<file path="config.mk">
export PLATFORM = sky130hd
export DESIGN_NAME = fetch_unit_flat
export DESIGN_NICKNAME = d
export VERILOG_FILES = /design/src/rtl/fetch_unit_if.sv /design/src/rtl/fetch_unit.sv /design/src/flat_wrapper.sv
export SDC_FILE = /design/constraint.sdc
export NUM_CORES = 1
export LEC_CHECK = 0
export CAP_MARGIN = 20
export CORE_ASPECT_RATIO = 0.75
export CORE_MARGIN = 4
export CORE_UTILIZATION = 25
export CTS_CLUSTER_SIZE = 12
export DETAILED_ROUTE_END_ITERATION = 7
export PLACE_DENSITY = 0.44
export SETUP_SLACK_MARGIN = 0.2
export SYNTH_ARGS = -nofsm -noshare
export SYNTH_HDL_FRONTEND = slang
export SYNTH_SLANG_ARGS = --single-unit
</file>
<file path="constraint.sdc">
create_clock -name clk -period 16.15 [get_ports clk]
set_input_delay 2.4225 -clock clk [delete_from_list [all_inputs] [get_ports clk]]
set_output_delay 2.4225 -clock clk [all_outputs]
set_load 0.01 [all_outputs]
</file>
<file path="src/rtl/fetch_unit_if.sv">
// Fetch unit port bundle: redirect input, instruction-memory request/response
// channel and the decode-side instruction handshake.
interface fetch_unit_if #(
   parameter int unsigned XLEN = 32
);
   logic            redirect_valid;
   logic [XLEN-1:0] redirect_pc;

   logic            imem_req_valid;
   logic            imem_req_ready;
   logic [XLEN-1:0] imem_req_addr;
   logic            imem_rsp_valid;
   logic [31:0]     imem_rsp_data;

   logic            instr_valid;
   logic            instr_ready;
   logic [31:0]     instr_data;
   logic [XLEN-1:0] instr_pc;
   logic [6:0]      instr_op;
   logic            instr_illegal;

   // master: the fetch unit; slave: memory, decode and branch logic around it
   modport master (
      input  redirect_valid, redirect_pc,
      input  imem_req_ready, imem_rsp_valid, imem_rsp_data,
      input  instr_ready,
      output imem_req_valid, imem_req_addr,
      output instr_valid, instr_data, instr_pc, instr_op, instr_illegal
   );

   modport slave (
      output redirect_valid, redirect_pc,
      output imem_req_ready, imem_rsp_valid, imem_rsp_data,
      output instr_ready,
      input  imem_req_valid, imem_req_addr,
      input  instr_valid, instr_data, instr_pc, instr_op, instr_illegal
   );
endinterface

</file>
<file path="src/rtl/fetch_unit.sv">
// Instruction fetch front end: credit-limited word fetch, small instruction
// queue toward decode, and redirect handling that drops stale responses.
module fetch_unit #(
   parameter int unsigned    XLEN     = 32,
   parameter logic [XLEN-1:0] RESET_PC = '0,
   parameter int unsigned    IQ_DEPTH = 2
) (
   input logic          clk,
   input logic          rst_n,
   fetch_unit_if.master bus
);

   localparam int unsigned PTR_W = (IQ_DEPTH > 1) ? $clog2(IQ_DEPTH) : 1;
   localparam int unsigned CNT_W = $clog2(IQ_DEPTH + 1);
   localparam int unsigned SUM_W = CNT_W + 1;
   localparam logic [XLEN-1:0] PC_STEP = XLEN'(4);

   typedef struct packed {
      logic [XLEN-1:0] pc;
      logic [31:0]     word;
      logic            illegal;
   } iq_entry_t;

   iq_entry_t        iq_mem [IQ_DEPTH];
   logic [PTR_W-1:0] head_q, tail_q;
   logic [CNT_W-1:0] q_count_q, out_q, drop_q;
   logic [XLEN-1:0]  pc_q, rsp_pc_q;

   logic             head_valid, pop, pop_eff, req_valid, req_fire;
   logic             push, rsp_drop, credit_ok;
   logic [SUM_W-1:0] in_use;
   logic [XLEN-1:0]  redirect_base;

   function automatic logic op_illegal(input logic [31:0] w);
      logic bad;
      bad = 1'b1;
      if (w[1:0] == 2'b11) begin
         unique case (w[6:0])
            7'b0000011, 7'b0100011, 7'b0110011, 7'b0010011,
            7'b1100011, 7'b1101111, 7'b1100111, 7'b0110111: bad = 1'b0;
            default:                                         bad = 1'b1;
         endcase
      end
      return bad;
   endfunction

   function automatic logic [PTR_W-1:0] ptr_inc(input logic [PTR_W-1:0] p);
      return (p == PTR_W'(IQ_DEPTH - 1)) ? '0 : p + PTR_W'(1);
   endfunction

   // Handshakes and credit: words in flight (dropped ones included) plus queued
   // words never exceed the queue depth, so a response always finds a slot.
   always_comb begin
      head_valid    = (q_count_q != '0);
      pop           = head_valid & bus.instr_ready;
      pop_eff       = pop & ~bus.redirect_valid;
      in_use        = SUM_W'(out_q) + SUM_W'(q_count_q) - SUM_W'(pop);
      credit_ok     = (in_use < SUM_W'(IQ_DEPTH));
      req_valid     = rst_n & ~bus.redirect_valid & credit_ok;
      req_fire      = req_valid & bus.imem_req_ready;
      rsp_drop      = bus.imem_rsp_valid & (drop_q != '0);
      push          = bus.imem_rsp_valid & (drop_q == '0) & ~bus.redirect_valid;
      redirect_base = {bus.redirect_pc[XLEN-1:2], 2'b00};
   end

   always_comb begin
      bus.imem_req_valid = req_valid;
      bus.imem_req_addr  = pc_q;
      bus.instr_valid    = head_valid;
      bus.instr_data     = iq_mem[head_q].word;
      bus.instr_pc       = iq_mem[head_q].pc;
      bus.instr_op       = iq_mem[head_q].word[6:0];
      bus.instr_illegal  = head_valid & iq_mem[head_q].illegal;
   end

   // Pointers, counters and fetch/response PCs.
   always_ff @(posedge clk or negedge rst_n) begin
      if (!rst_n) begin
         pc_q      <= RESET_PC;
         rsp_pc_q  <= RESET_PC;
         out_q     <= '0;
         drop_q    <= '0;
         q_count_q <= '0;
         head_q    <= '0;
         tail_q    <= '0;
      end else begin
         unique case ({req_fire, bus.imem_rsp_valid})
            2'b10:   out_q <= out_q + CNT_W'(1);
            2'b01:   out_q <= out_q - CNT_W'(1);
            default: ;
         endcase

         if (bus.redirect_valid) begin
            // everything still in flight after this cycle belongs to the old path
            pc_q      <= redirect_base;
            rsp_pc_q  <= redirect_base;
            drop_q    <= out_q - CNT_W'(bus.imem_rsp_valid);
            q_count_q <= '0;
            head_q    <= '0;
            tail_q    <= '0;
         end else begin
            if (req_fire) pc_q <= pc_q + PC_STEP;
            if (rsp_drop) drop_q <= drop_q - CNT_W'(1);
            if (push) begin
               rsp_pc_q <= rsp_pc_q + PC_STEP;
               tail_q   <= ptr_inc(tail_q);
            end
            if (pop_eff) head_q <= ptr_inc(head_q);
            unique case ({push, pop_eff})
               2'b10:   q_count_q <= q_count_q + CNT_W'(1);
               2'b01:   q_count_q <= q_count_q - CNT_W'(1);
               default: ;
            endcase
         end
      end
   end

   // Queue storage needs no reset; entries are only visible behind q_count_q.
   always_ff @(posedge clk) begin
      if (push) begin
         iq_mem[tail_q] <= {rsp_pc_q, bus.imem_rsp_data, op_illegal(bus.imem_rsp_data)};
      end
   end

   q_overflow_a: assert property (@(posedge clk) disable iff (!rst_n)
      !(push && !pop_eff && (q_count_q == CNT_W'(IQ_DEPTH))));

   rsp_without_req_a: assert property (@(posedge clk) disable iff (!rst_n)
      !(bus.imem_rsp_valid && (out_q == '0)));

endmodule

</file>
<file path="src/flat_wrapper.sv">
// flat-port wrapper written by rule: the top's interface ports become plain ports
module fetch_unit_flat 
#(
   parameter int unsigned    XLEN     = 32,
   parameter logic [XLEN-1:0] RESET_PC = '0,
   parameter int unsigned    IQ_DEPTH = 2
)
  (clk, rst_n, bus_redirect_valid, bus_redirect_pc, bus_imem_req_ready, bus_imem_rsp_valid, bus_imem_rsp_data, bus_instr_ready, bus_imem_req_valid, bus_imem_req_addr, bus_instr_valid, bus_instr_data, bus_instr_pc, bus_instr_op, bus_instr_illegal);
  fetch_unit_if #(.XLEN(XLEN)) bus_i ();
  input logic clk;
  input logic rst_n;
  input wire logic [$bits(bus_i.redirect_valid)-1:0] bus_redirect_valid;
  input wire logic [$bits(bus_i.redirect_pc)-1:0] bus_redirect_pc;
  input wire logic [$bits(bus_i.imem_req_ready)-1:0] bus_imem_req_ready;
  input wire logic [$bits(bus_i.imem_rsp_valid)-1:0] bus_imem_rsp_valid;
  input wire logic [$bits(bus_i.imem_rsp_data)-1:0] bus_imem_rsp_data;
  input wire logic [$bits(bus_i.instr_ready)-1:0] bus_instr_ready;
  output wire logic [$bits(bus_i.imem_req_valid)-1:0] bus_imem_req_valid;
  output wire logic [$bits(bus_i.imem_req_addr)-1:0] bus_imem_req_addr;
  output wire logic [$bits(bus_i.instr_valid)-1:0] bus_instr_valid;
  output wire logic [$bits(bus_i.instr_data)-1:0] bus_instr_data;
  output wire logic [$bits(bus_i.instr_pc)-1:0] bus_instr_pc;
  output wire logic [$bits(bus_i.instr_op)-1:0] bus_instr_op;
  output wire logic [$bits(bus_i.instr_illegal)-1:0] bus_instr_illegal;
  assign bus_i.redirect_valid = bus_redirect_valid;
  assign bus_i.redirect_pc = bus_redirect_pc;
  assign bus_i.imem_req_ready = bus_imem_req_ready;
  assign bus_i.imem_rsp_valid = bus_imem_rsp_valid;
  assign bus_i.imem_rsp_data = bus_imem_rsp_data;
  assign bus_i.instr_ready = bus_instr_ready;
  assign bus_imem_req_valid = bus_i.imem_req_valid;
  assign bus_imem_req_addr = bus_i.imem_req_addr;
  assign bus_instr_valid = bus_i.instr_valid;
  assign bus_instr_data = bus_i.instr_data;
  assign bus_instr_pc = bus_i.instr_pc;
  assign bus_instr_op = bus_i.instr_op;
  assign bus_instr_illegal = bus_i.instr_illegal;
  fetch_unit #(.XLEN(XLEN), .RESET_PC(RESET_PC), .IQ_DEPTH(IQ_DEPTH)) u_core (.clk(clk), .rst_n(rst_n), .bus(bus_i));
endmodule
</file>
==> qor.csv <==
stage,metric,value,unit
detailed_routing,viasPerCell,4.401,
cts,post_cts_resized,0,
finish,fillers,3289,
die,dieWidth,219.9,um
finish,nets,871,
placed_design,dp_hpwl,15510,um
setup_path,cp.required,13730,ps
cts,hold_buffers,0,
global_route,grt_use_total,0.1221,
timing,setup_viol,0,
die,ios,176,
global_route,grt_pass1_wl,34150,um
setup_path,critPathCaptureType,output pin,
power_and_ir_drop,peakVddDrop,0.05454,mV
die,dieArea,0.03670,mm2
global_route,busiest_layer,met1,
die,core-area,0.03281,mm2
setup_path,start_kind,input pin,
logic_synthesis,synth_area_per_cell,13.40,um2
global_route,globalRouteMet3Util,0.04117,
logic_synthesis,yosysUniqueCellTypes,49,
die,rows,57,
job,maxCapViolCount,0,
logic_synthesis,synth_flop_cell,edfxtp_1,
power_and_ir_drop,p_per_area,120.6,mW/mm2
finish,final_common_cell,clkdlybuf4s50_1,
cts,postCtsSetupRepairBufs,0,
detailed_routing,drc,0,
finish,layout_common_cells,"167 x clkdlybuf4s50_1, 126 x edfxtp_1, 67 x dfrtp_1",
setup_path,critPathMaxFanout,4,
global_route,met2_usage,0.1676,
setup_path,rrSetupSlack,13030,ps
logic_synthesis,yosysSeqAreaShare,0.6516,
finish,syn_to_final_growth,32.09,%
detailed_routing,drt-initial-drc-count,270,
cts,path_clk_slew,80,ps
logic_synthesis,synthesis.area,0.008418,mm2
timing,skew,10.84,ps
die,fp.dieH,166.9,um
detailed_routing,wl_per_cell,18.02,um
logic_synthesis,postSynthCellCount,628,
placed_design,port_buffers,169,
cts,cts_made_buffers,17,
global_route,grtUsageMet1,0.1854,
timing,fin_crit_sh,0.4554,
cts,clock_latency,430,ps
placed_design,place_inst,1217,
detailed_routing,wl,22500,um
global_route,antenna_found_initial,0,
die,initial_core_util,0.2566,
cts,cts_tree,yes,
logic_synthesis,ys_ff_latch,194,
detailed_routing,drtAntennaViolNets,0,
power_and_ir_drop,power.total,1341,uW
min_path,hold_class,flip-flop to flip-flop,
status,status,"finished, final reports clean",
timing,slew_violations,0,
logic_synthesis,synthArstFlopShare,0.3505,
timing,relSlewSlack,0.3436,
timing,worst_slew_pin_slew,977.0,ps
placed_design,pre_cts_slack,8791,ps
cts,cts_root_buf,clkbuf_16,
power_and_ir_drop,leakagePower,0.003825,uW
finish,stdcell_count,1249,
timing,min_period,7355,ps
cts,htreeDepth,4,
global_route,grt_pass1_vias,5480,
logic_synthesis,yosys_warnings,0,
finish,drive_above_1_share,0.1450,
setup_path,crit_arrival,4930,ps
global_route,gr-total-overflow,0,
cts,cts.sinks,194,
timing,finalHoldWorstSlack,503.8,ps
setup_path,critPathKind,input pin to output pin,
timing,rsz0062_at_grt,no,
global_route,grt_max_degree,68,
placed_design,gpl.final_weighted_congestion,0.7448,
timing,tns,0,ps
detailed_routing,first_pass_iters,6,
timing,hold_viol,0,
finish,diodes,0,
cts,cts.path.max_buffers,2,
detailed_routing,vias,5497,
timing,fmax,136.0,MHz
timing,layout_setup_ws,8795,ps
logic_synthesis,synth_edf_count,126,
## routing by layer
| layer | part of all wire | vias up |
|---|---|---|
| met5 | 0 | - |
| met4 | 0.0073 | 0 |
| met3 | 0.070 | 10 |
| met2 | 0.40 | 151 |
| met1 | 0.52 | 2676 |
| li1 | - | 2660 |
## power by group
group	switching, uW	internal, uW
Combinational	144	166
Clock	199	207
Sequential	46.5	579
## metrics by stage
stage	area, um2	utilization
floorplan	8429	-
global placement	10560	0.3220
detailed placement	10560	0.3220
CTS	11120	0.3389
global route	11120	0.3389
finish	11120	0.3389
## sequential cells by signal, summed over array words and instances, names as in the netlist
| register | cells |
|---|---|
| u_core.drop_q | 2 |
| u_core.tail_q | 1 |
| u_core.q_count_q | 2 |
| u_core.bus.imem_req_addr | 30 |
| u_core.iq_mem | 126 |
| u_core.out_q | 2 |
| u_core.rsp_pc_q | 30 |
| u_core.head_q | 1 |
## worst max-delay path: stages
cell and delay (ps):
clkdlybuf4s50_1 560, inv_1 80, nor3_1 250, o21ai_0 170, fa_1 390, xnor2_1 210
nor3_1 260, clkdlybuf4s50_1 590
## kinds of logic (layout without fill, tap and decap cells)
kind of cell / count (synthesis) / count (layout) / share of synthesized area
buf+inv: 47 / 223 / 0.02631
compound gates: 95 / 95 / 0.07045
simple gates: 174 / 174 / 0.1061
flops: 194 / 194 / 0.6516
xor+xnor: 44 / 44 / 0.04578
fa+ha+maj: 7 / 7 / 0.01130
mux: 66 / 66 / 0.08799
other cells: 1 / 4 / 0.0004455
## synth_stat cells, types with 2 or more instances
| cell | number | area, um2 |
|---|---|---|
| inv_1 | 15 | 56.30 |
| nand2_1 | 60 | 225.2 |
| xor2_1 | 30 | 262.8 |
| o21bai_1 | 2 | 15.01 |
| nand4_1 | 24 | 150.1 |
| nor3_1 | 11 | 55.05 |
| and2_1 | 3 | 18.77 |
| dfrtp_1 | 68 | 1702 |
| a21oi_1 | 9 | 45.04 |
| nand2b_1 | 3 | 18.77 |
| o211ai_1 | 11 | 82.58 |
| nand3_1 | 26 | 130.1 |
| o21ai_0 | 43 | 215.2 |
| nor4_1 | 2 | 12.51 |
| mux2_2 | 64 | 720.7 |
| clkbuf_1 | 19 | 71.32 |
| o311ai_0 | 11 | 96.34 |
| and3_1 | 8 | 50.05 |
| mux2i_1 | 2 | 20.02 |
| a31oi_1 | 7 | 43.79 |
| edfxtp_1 | 126 | 3784 |
| nor2_1 | 24 | 90.09 |
| ha_1 | 6 | 75.07 |
| xnor2_1 | 14 | 122.6 |
| a211oi_1 | 2 | 15.01 |
| a21boi_0 | 2 | 15.01 |
| a21o_1 | 2 | 15.01 |
| buf_4 | 12 | 90.09 |
| nand4_2 | 2 | 25.02 |
## final timing paths
path	startpoint	endpoint	depth (start not counted)
min in group asynchronous	rst_n	u_core.bus.imem_req_addr[27]$_DFFE_PN0P_	1
max in group asynchronous	rst_n	u_core.head_q$_DFFE_PN0P_	2
hold reg to reg	u_core.rsp_pc_q[31]$_DFFE_PN0N_	u_core.iq_mem[0][64]$_DFFE_PP_	0
setup reg to reg	u_core.q_count_q[1]$_DFFE_PN0P_	u_core.bus.imem_req_addr[20]$_DFFE_PN0P_	9
setup / recovery	bus_instr_ready	bus_imem_req_valid	8
hold / removal	u_core.rsp_pc_q[31]$_DFFE_PN0N_	u_core.iq_mem[0][64]$_DFFE_PP_	0
## cell type report
type	count	area, um2	share of cell area
tap	442	553.0	0.04974
clock inverter	14	117.6	0.01058
timing repair buffer	176	1734	0.1560
multi-input combinational	390	2733	0.2458
sequential	194	5487	0.4934
inverter	15	56.30	0.005064
clock buffer	18	439.2	0.03950
Power figures use the tool's default switching activity.
